[src/rtl/pixel_pkg.sv]
// Shared screen/engine constants and collector state encoding for the
// pixel pipeline (collector, distributor, raster counters).
package pixel_pkg;

  localparam int DEF_PIXEL_DATA_WIDTH = 10;
  localparam int DEF_SCREEN_WIDTH     = 640;
  localparam int DEF_SCREEN_HEIGHT    = 480;
  localparam int DEF_NUM_ENGINES      = 8;
  localparam int DEF_ITER_WIDTH       = 8;

  typedef enum logic {
    COLLECT = 1'b0,
    DRAIN   = 1'b1
  } collector_state_t;

  // Index width that stays legal for a single-entry batch.
  function automatic int idx_width(input int n);
    return (n > 1) ? $clog2(n) : 1;
  endfunction

endpackage

[src/rtl/raster_counter.sv]
// Raster position (px, py) that steps one pixel per advance pulse and
// wraps at the end of each line and frame.
module raster_counter
  import pixel_pkg::*;
#(
  parameter int WIDTH         = DEF_PIXEL_DATA_WIDTH,
  parameter int SCREEN_WIDTH  = DEF_SCREEN_WIDTH,
  parameter int SCREEN_HEIGHT = DEF_SCREEN_HEIGHT
) (
  input  logic             clk,
  input  logic             reset,
  input  logic             advance,
  output logic [WIDTH-1:0] px,
  output logic [WIDTH-1:0] py
);

  localparam logic [WIDTH-1:0] X_LAST = WIDTH'(SCREEN_WIDTH - 1);
  localparam logic [WIDTH-1:0] Y_LAST = WIDTH'(SCREEN_HEIGHT - 1);

  logic [WIDTH-1:0] px_reg;
  logic [WIDTH-1:0] py_reg;

  always_ff @(posedge clk) begin
    if (reset) begin
      px_reg <= '0;
      py_reg <= '0;
    end else if (advance) begin
      if (px_reg == X_LAST) begin
        px_reg <= '0;
        py_reg <= (py_reg == Y_LAST) ? '0 : py_reg + 1'b1;
      end else begin
        px_reg <= px_reg + 1'b1;
      end
    end
  end

  assign px = px_reg;
  assign py = py_reg;

endmodule

[src/rtl/pixel_collector.sv]
// Gathers one result per engine into a batch buffer, then streams the batch
// out in raster order with sof/eol markers and a fin_flag per drained batch.
module pixel_collector
  import pixel_pkg::*;
#(
  parameter int PIXEL_DATA_WIDTH = DEF_PIXEL_DATA_WIDTH,
  parameter int SCREEN_WIDTH     = DEF_SCREEN_WIDTH,
  parameter int SCREEN_HEIGHT    = DEF_SCREEN_HEIGHT,
  parameter int NUM_ENGINES      = DEF_NUM_ENGINES,
  parameter int ITER_WIDTH       = DEF_ITER_WIDTH
) (
  input  logic                   clk,
  input  logic                   reset,
  input  logic [NUM_ENGINES-1:0] eng_valid,
  input  logic [ITER_WIDTH-1:0]  eng_iter [NUM_ENGINES],
  output logic                   fin_flag,
  output logic [ITER_WIDTH-1:0]  out_data,
  output logic                   out_valid,
  input  logic                   out_ready,
  output logic                   out_sof,
  output logic                   out_eol
);

  localparam int               K_W    = idx_width(NUM_ENGINES);
  localparam logic [K_W-1:0]   K_LAST = K_W'(NUM_ENGINES - 1);
  localparam logic [PIXEL_DATA_WIDTH-1:0] X_LAST = PIXEL_DATA_WIDTH'(SCREEN_WIDTH - 1);

  collector_state_t            state_reg, state_next;
  logic [NUM_ENGINES-1:0]      got_reg, got_next;
  logic [NUM_ENGINES-1:0]      latch_en;
  logic [K_W-1:0]              k_reg, k_next;
  logic                        fin_reg, fin_next;
  logic [ITER_WIDTH-1:0]       buf_val [NUM_ENGINES];
  logic [PIXEL_DATA_WIDTH-1:0] px, py;
  logic                        handshake;

  // Only the first result of each engine per batch is captured.
  assign latch_en = (state_reg == COLLECT) ? (eng_valid & ~got_reg) : '0;

  genvar gi;
  generate
    for (gi = 0; gi < NUM_ENGINES; gi++) begin : g_buf
      logic [ITER_WIDTH-1:0] val_reg;
      always_ff @(posedge clk) begin
        if (latch_en[gi]) val_reg <= eng_iter[gi];
      end
      assign buf_val[gi] = val_reg;
    end
  endgenerate

  always_ff @(posedge clk) begin
    if (reset) begin
      state_reg <= COLLECT;
      got_reg   <= '0;
      k_reg     <= '0;
      fin_reg   <= 1'b0;
    end else begin
      state_reg <= state_next;
      got_reg   <= got_next;
      k_reg     <= k_next;
      fin_reg   <= fin_next;
    end
  end

  always_comb begin
    state_next = state_reg;
    got_next   = got_reg;
    k_next     = k_reg;
    fin_next   = 1'b0;
    unique case (state_reg)
      COLLECT: begin
        got_next = got_reg | eng_valid;
        if (&got_next) begin
          state_next = DRAIN;
          k_next     = '0;
        end
      end
      DRAIN: begin
        if (out_ready) begin
          if (k_reg == K_LAST) begin
            state_next = COLLECT;
            got_next   = '0;
            k_next     = '0;
            fin_next   = 1'b1;
          end else begin
            k_next = k_reg + 1'b1;
          end
        end
      end
      default: state_next = COLLECT;
    endcase
  end

  assign out_valid = (state_reg == DRAIN);
  assign out_data  = buf_val[k_reg];
  assign handshake = out_valid && out_ready;
  assign fin_flag  = fin_reg;
  assign out_sof   = out_valid && (px == '0) && (py == '0);
  assign out_eol   = out_valid && (px == X_LAST);

  raster_counter #(
    .WIDTH        (PIXEL_DATA_WIDTH),
    .SCREEN_WIDTH (SCREEN_WIDTH),
    .SCREEN_HEIGHT(SCREEN_HEIGHT)
  ) u_raster (
    .clk    (clk),
    .reset  (reset),
    .advance(handshake),
    .px     (px),
    .py     (py)
  );

endmodule

[config.mk]
export PLATFORM = sky130hd
export DESIGN_NAME = pixel_collector
export DESIGN_NICKNAME = d
export VERILOG_FILES = /design/src/rtl/pixel_pkg.sv /design/src/rtl/raster_counter.sv /design/src/rtl/pixel_collector.sv
export SDC_FILE = /design/constraint.sdc
export NUM_CORES = 1
export LEC_CHECK = 0
export BUFFER_PORTS_ARGS = -buffer_cell sky130_fd_sc_hd__buf_2
export CORE_MARGIN = 2
export CORE_UTILIZATION = 54
export CTS_CLUSTER_SIZE = 24
export DETAILED_ROUTE_END_ITERATION = 7
export PLACE_DENSITY = 0.79
export SYNTH_ARGS = -nofsm -noshare
export SYNTH_HDL_FRONTEND = slang
export SYNTH_HIERARCHICAL = 1
export SYNTH_SLANG_ARGS = --single-unit
export TNS_END_PERCENT = 10
[constraint.sdc]
create_clock -name clk -period 2.7 [get_ports clk]
set_input_delay 0.81 -clock clk [delete_from_list [all_inputs] [get_ports clk]]
set_output_delay 0.81 -clock clk [all_outputs]
set_load 0.02 [all_outputs]
### Word level (Yosys, flattened, before mapping)

Cells that the tools add are included.

| cells by class | value |
|---|---|
| add/sub/neg operators | 3 |
| multipliers | 0 |
| div/mod/pow operators | 0 |
| order comparisons | 1 |
| eq/ne operators | 6 |
| shift operators | 0 |
| mux-type cells | 18 |
| bitwise gates (word level) | 6 |
| reduce and logical (&&, ||, !) cells | 11 |

Operators with widths:

| cell | count |
|---|---|
| 8-bit two-way mux | 5 |
| 8-bit binary-select mux with 3-bit select | 1 |
| 10-bit by 1-bit adder with 10-bit output, second input constant | 2 |
| 10-bit logical NOT | 2 |
| 10-bit two-way mux | 2 |
| 8-bit one-hot mux with 2 select lines | 1 |
| 10-bit equality test, second input constant | 1 |
| 10-bit by 9-bit equality test with 1-bit output, second input constant | 1 |
| 3-bit two-way mux | 3 |
| 8-bit AND | 1 |
| 8-bit NOT | 1 |
| 8-bit bitwise OR | 1 |
| 8-bit AND reduction | 1 |
| 3-bit one-hot mux with 2 select lines | 1 |
| 2-bit AND reduction | 3 |
| 4-bit >= comparator, second input constant | 1 |
| 1-bit logical AND | 4 |
| 1-bit two-way mux | 4 |
| 2-bit by 1-bit != test with 1-bit output, second input constant | 2 |
| 3-bit NOT with 4-bit output | 1 |
| 3-bit by 1-bit adder with 3-bit output, second input constant | 1 |
| 3-bit equality test, second input constant | 1 |
| 3-bit OR reduction | 1 |
| 2-bit != test, second input constant | 1 |
| 2 further kinds | 3 |

| word-level totals | value |
|---|---|
| register bits | 97 |
| bits in latches | 0 |
| RAM bits | 0 |
| bits in read-only memories | 0 |
| input port bits | 75 |
| output and inout port bits | 12 |
| logic and storage cells | 59 |
| memories | 0 |

### Logic depth before layout (Yosys ltp)

| logic depth | value |
|---|---|
| depth in word-level cells | 4 |
| depth in mapped cells | 8 |
| mapped depth without buffers | 6 |

### By module

The synthesis kept the hierarchy.

Modules (own cells, without submodules):

| module | times used | cells each | area each (sq um) | seq. area each (sq um) |
|---|---|---|---|---|
| pixel_collector | 1 | 190 | 3,120.5 | 2,182.1 |
| raster_counter | 1 | 117 | 1,032.2 | 400.4 |

### Worst setup path before layout

Ideal clock, no wire load.

| timing path | value |
|---|---|
| path type | register to output |
| start point | register state_reg, in the netlist out_valid |
| end point | output port out_sof |
| arrival | 1.603 ns |
| data required time | 1.890 ns |
| setup slack | 0.287 ns |
| stages on the path, launching flop included | 4 |
| buffers on the path | 1 |
| cell sequence | dfxtp_1 -> buf_1 -> nand2_1 -> nor4_1 |

| between the ends | value |
|---|---|
| cells in the longest elaborated chain, start to end | 2 |

Ends and longest elaborated chain:

| what | RTL line | source |
|---|---|---|
| start, declared | pixel_collector.sv:28 | `collector_state_t state_reg, state_next;` |
| start signal, assigned | pixel_collector.sv:58 | `state_reg <= state_next;` |
| 1-bit logical AND (2 in series) | pixel_collector.sv:98 | `assign out_sof = out_valid && (px == '0) && (py == '0);` |
| end, declared | pixel_collector.sv:20 | `output logic out_sof,` |

No other way between the ends.

### Worst setup path in the final report

| timing path | value |
|---|---|
| start point | register k_reg[0] |
| end point | output port out_data[7] |

| between the ends | value |
|---|---|
| cells in the longest elaborated chain, start to end | 4 |

Ends and longest elaborated chain:

| what | RTL line | source |
|---|---|---|
| start, declared | pixel_collector.sv:31 | `logic [K_W-1:0] k_reg, k_next;` |
| start signal, assigned | pixel_collector.sv:60 | `k_reg <= k_next;` |
| 3-bit NOT with 4-bit output (not written as such) | pixel_collector.sv:95 | `assign out_data = buf_val[k_reg];` |
| 8-bit binary-select mux with 3-bit select | pixel_collector.sv:95 |  |
| 8-bit two-way mux (not written as such) (2 in series) | pixel_collector.sv:95 |  |
| end, declared | pixel_collector.sv:17 | `output logic [ITER_WIDTH-1:0] out_data,` |

No other way between the ends. The select of a mux whose other input is x is not followed.

==> results.sh <==
export IMPL_status="completed"
export IMPL_drv_cap=0
export IMPL_vias_per_cell=5.67
export IMPL_final_cell_area_um2=4880
export IMPL_cp_end_kind="output port"
export IMPL_dpl_cell_area_um2=4700
export IMPL_hp_class="reg -> reg"
export IMPL_grt_pass1_vias=2982
export IMPL_io_pins=87
export IMPL_yosysUniqueCellTypes=48
export IMPL_routed_wl_mm=9.06
export IMPL_ys_ff_latch=97
export IMPL_drt_iter0_drc=158
export IMPL_rows=31
export IMPL_diodes=0
export IMPL_start_util=0.566
export IMPL_grtUsageTotal=0.223
export IMPL_die_w_um=91.7
export IMPL_rrSetupSlack_ns=0.59
export IMPL_p_leak_nw=1.86
export IMPL_synth_edf_count=64
export IMPL_place_detailed_hpwl_mm=6.69
export IMPL_ys_flop_type="edfxtp_1"
export IMPL_antenna_found_initial=0
export IMPL_setup_viol=0
export IMPL_io_buffer_count=86
export IMPL_crit_fanout=10
export IMPL_async_flop_share=0
export IMPL_fin_ws_ns=0.0722
export IMPL_setup_worst_path_start_class="flip-flop"
export IMPL_place_ws_ns=0.348
export IMPL_postCtsSetupBuffers=0
export IMPL_fin_crit_ns=2.63
export IMPL_grt_max_degree=31
export IMPL_synth_seq_area_share=0.622
export IMPL_antenna_left=0
export IMPL_dr_total_vias=2884
export IMPL_core_area_um2=7330
export IMPL_final_cell_mix="buf_2, edfxtp_1, nand2_1"
export IMPL_final_common_cell="buf_2"
export IMPL_path_class="reg -> out"
export IMPL_tightest_slew_ns=0.598
export IMPL_vdd_ir_drop_max_v=0.000221
export IMPL_rsz0062_at_grt="yes"
export IMPL_skew_ns=0.00699
export IMPL_clk_path_buf_depth=2
export IMPL_htreeDepth=3
export IMPL_numCtsBuffers=9
export IMPL_max_clock_freq_mhz=381
export IMPL_fillers=537
export IMPL_slew_violations=0
export IMPL_drc_errors=0
export IMPL_maxSlewHeadroom=0.602
export IMPL_grt_overflow_total=0
export IMPL_synth_area_um2=4150
export IMPL_root_buffer="clkbuf_8"
export IMPL_dieArea_um2=8410
export IMPL_die_h_um=91.7
export IMPL_clk_pin_slew_worst_paths_ns=0.10
export IMPL_avgSynthCellArea_um2=13.5
export IMPL_avgRoutedWirePerCell_um=17.8
export IMPL_drive_above_1_share=0.327
export IMPL_largest_register_ffs=64
export IMPL_synth_cells=307
export IMPL_firstDrtPassIters=4
export IMPL_power_density_nw_per_um2=582
export IMPL_hold_ws_ns=0.502
export IMPL_finalCritPeriodShare=0.973
export IMPL_syn_nets=386
export IMPL_required_ns=1.89
export IMPL_gp_congestion=0.835
export IMPL_cts_tree="yes"
export IMPL_area_growth_pct=17.6
export IMPL_fin_nets=484
export IMPL_worstPathArrival_ns=1.82
export IMPL_insertion_delay_ns=0.36
export IMPL_cts_sinks=97
export IMPL_hold_viol=0
export IMPL_ys_warn_count=6
export IMPL_grt_first_pass_wirelength_mm=14.3
-- per-layer routing --
layer  up-vias  GRT usage  share of wire
met4         0     0.0896          0.017
met5         -          0              0
met2        90      0.419           0.55
met1      1413      0.251           0.39
li1       1370          -              -
met3        11     0.0362          0.045
-- logic make-up after synthesis --
group,Yosys count,synth area share
and+or+nand+nor,132,0.173
xor gates and xnor gates,9,0.0190
muxes,16,0.0940
buffers and inverters,15,0.0280
AOI/OAI and AO/OA,34,0.0521
DFF,97,0.622
adders and majority gates,4,0.0121
-- cell type report --
class                   count  area, um2  share of cell area
clock inverters             7       61.3              0.0126
repair buffers             99        532               0.109
clock buffers               9        124              0.0254
multi-input cells         195       1450               0.296
inverters                   3       11.3             0.00231
well taps                  99        124              0.0254
flip-flops and latches     97       2590               0.529
-- cell usage after synthesis (7+ instances only) --
| library cell | number | area [um2] |
|---|---|---|
| edfxtp_1 | 64 | 1920 |
| nand2_1 | 41 | 154 |
| dfxtp_1 | 33 | 661 |
| nor2_1 | 15 | 56.3 |
| nor2b_1 | 14 | 87.6 |
| a21oi_1 | 11 | 55.1 |
| nand3_1 | 11 | 55.1 |
| nand4_1 | 10 | 62.6 |
| mux4_1 | 8 | 210 |
| mux4_2 | 8 | 180 |
| o21a_1 | 7 | 52.6 |
| xor2_1 | 7 | 61.3 |
-- where the power goes --
part,switching [mW],internal (mW),leakage [nW]
sequential,0.0340,1.67,0.878
combinational,0.128,0.127,0.891
clock,0.531,0.355,0.0957
total,0.693,2.15,1.86
-- through the flow --
stage                     utilization  setup TNS, ns  total power, mW  instances
after floorplan                     -              0             1.87        307
after global placement          0.641              0             1.98        493
after detailed placement        0.641              0             1.99        493
after CTS                       0.667              0             2.86        509
after global routing            0.666        -0.0340             2.95        509
final                           0.666              0             2.84        509
-- critical path: stages (launching register included) --
cell     delay, ns
dfxtp_4       0.38
buf_6         0.18
mux4_1        0.59
nand2_1       0.09
nand2_1       0.06
buf_2         0.15
-- final timing paths --
check,to,from,depth (start not counted)
hold reg to reg,got_reg[1],got_reg[1],2
hold / removal,got_reg[1],got_reg[1],2
setup / recovery,out_data[7],k_reg[0],5
setup reg to reg,u_raster/py[8],out_valid,6
-- repair_timing --
item	CTS	global route
endpoints found under the hold margin	0	0
gates resized for setup	2	3
setup endpoints to repair	4	7
hold buffers	0	0
Power figures use the tool's default switching activity.
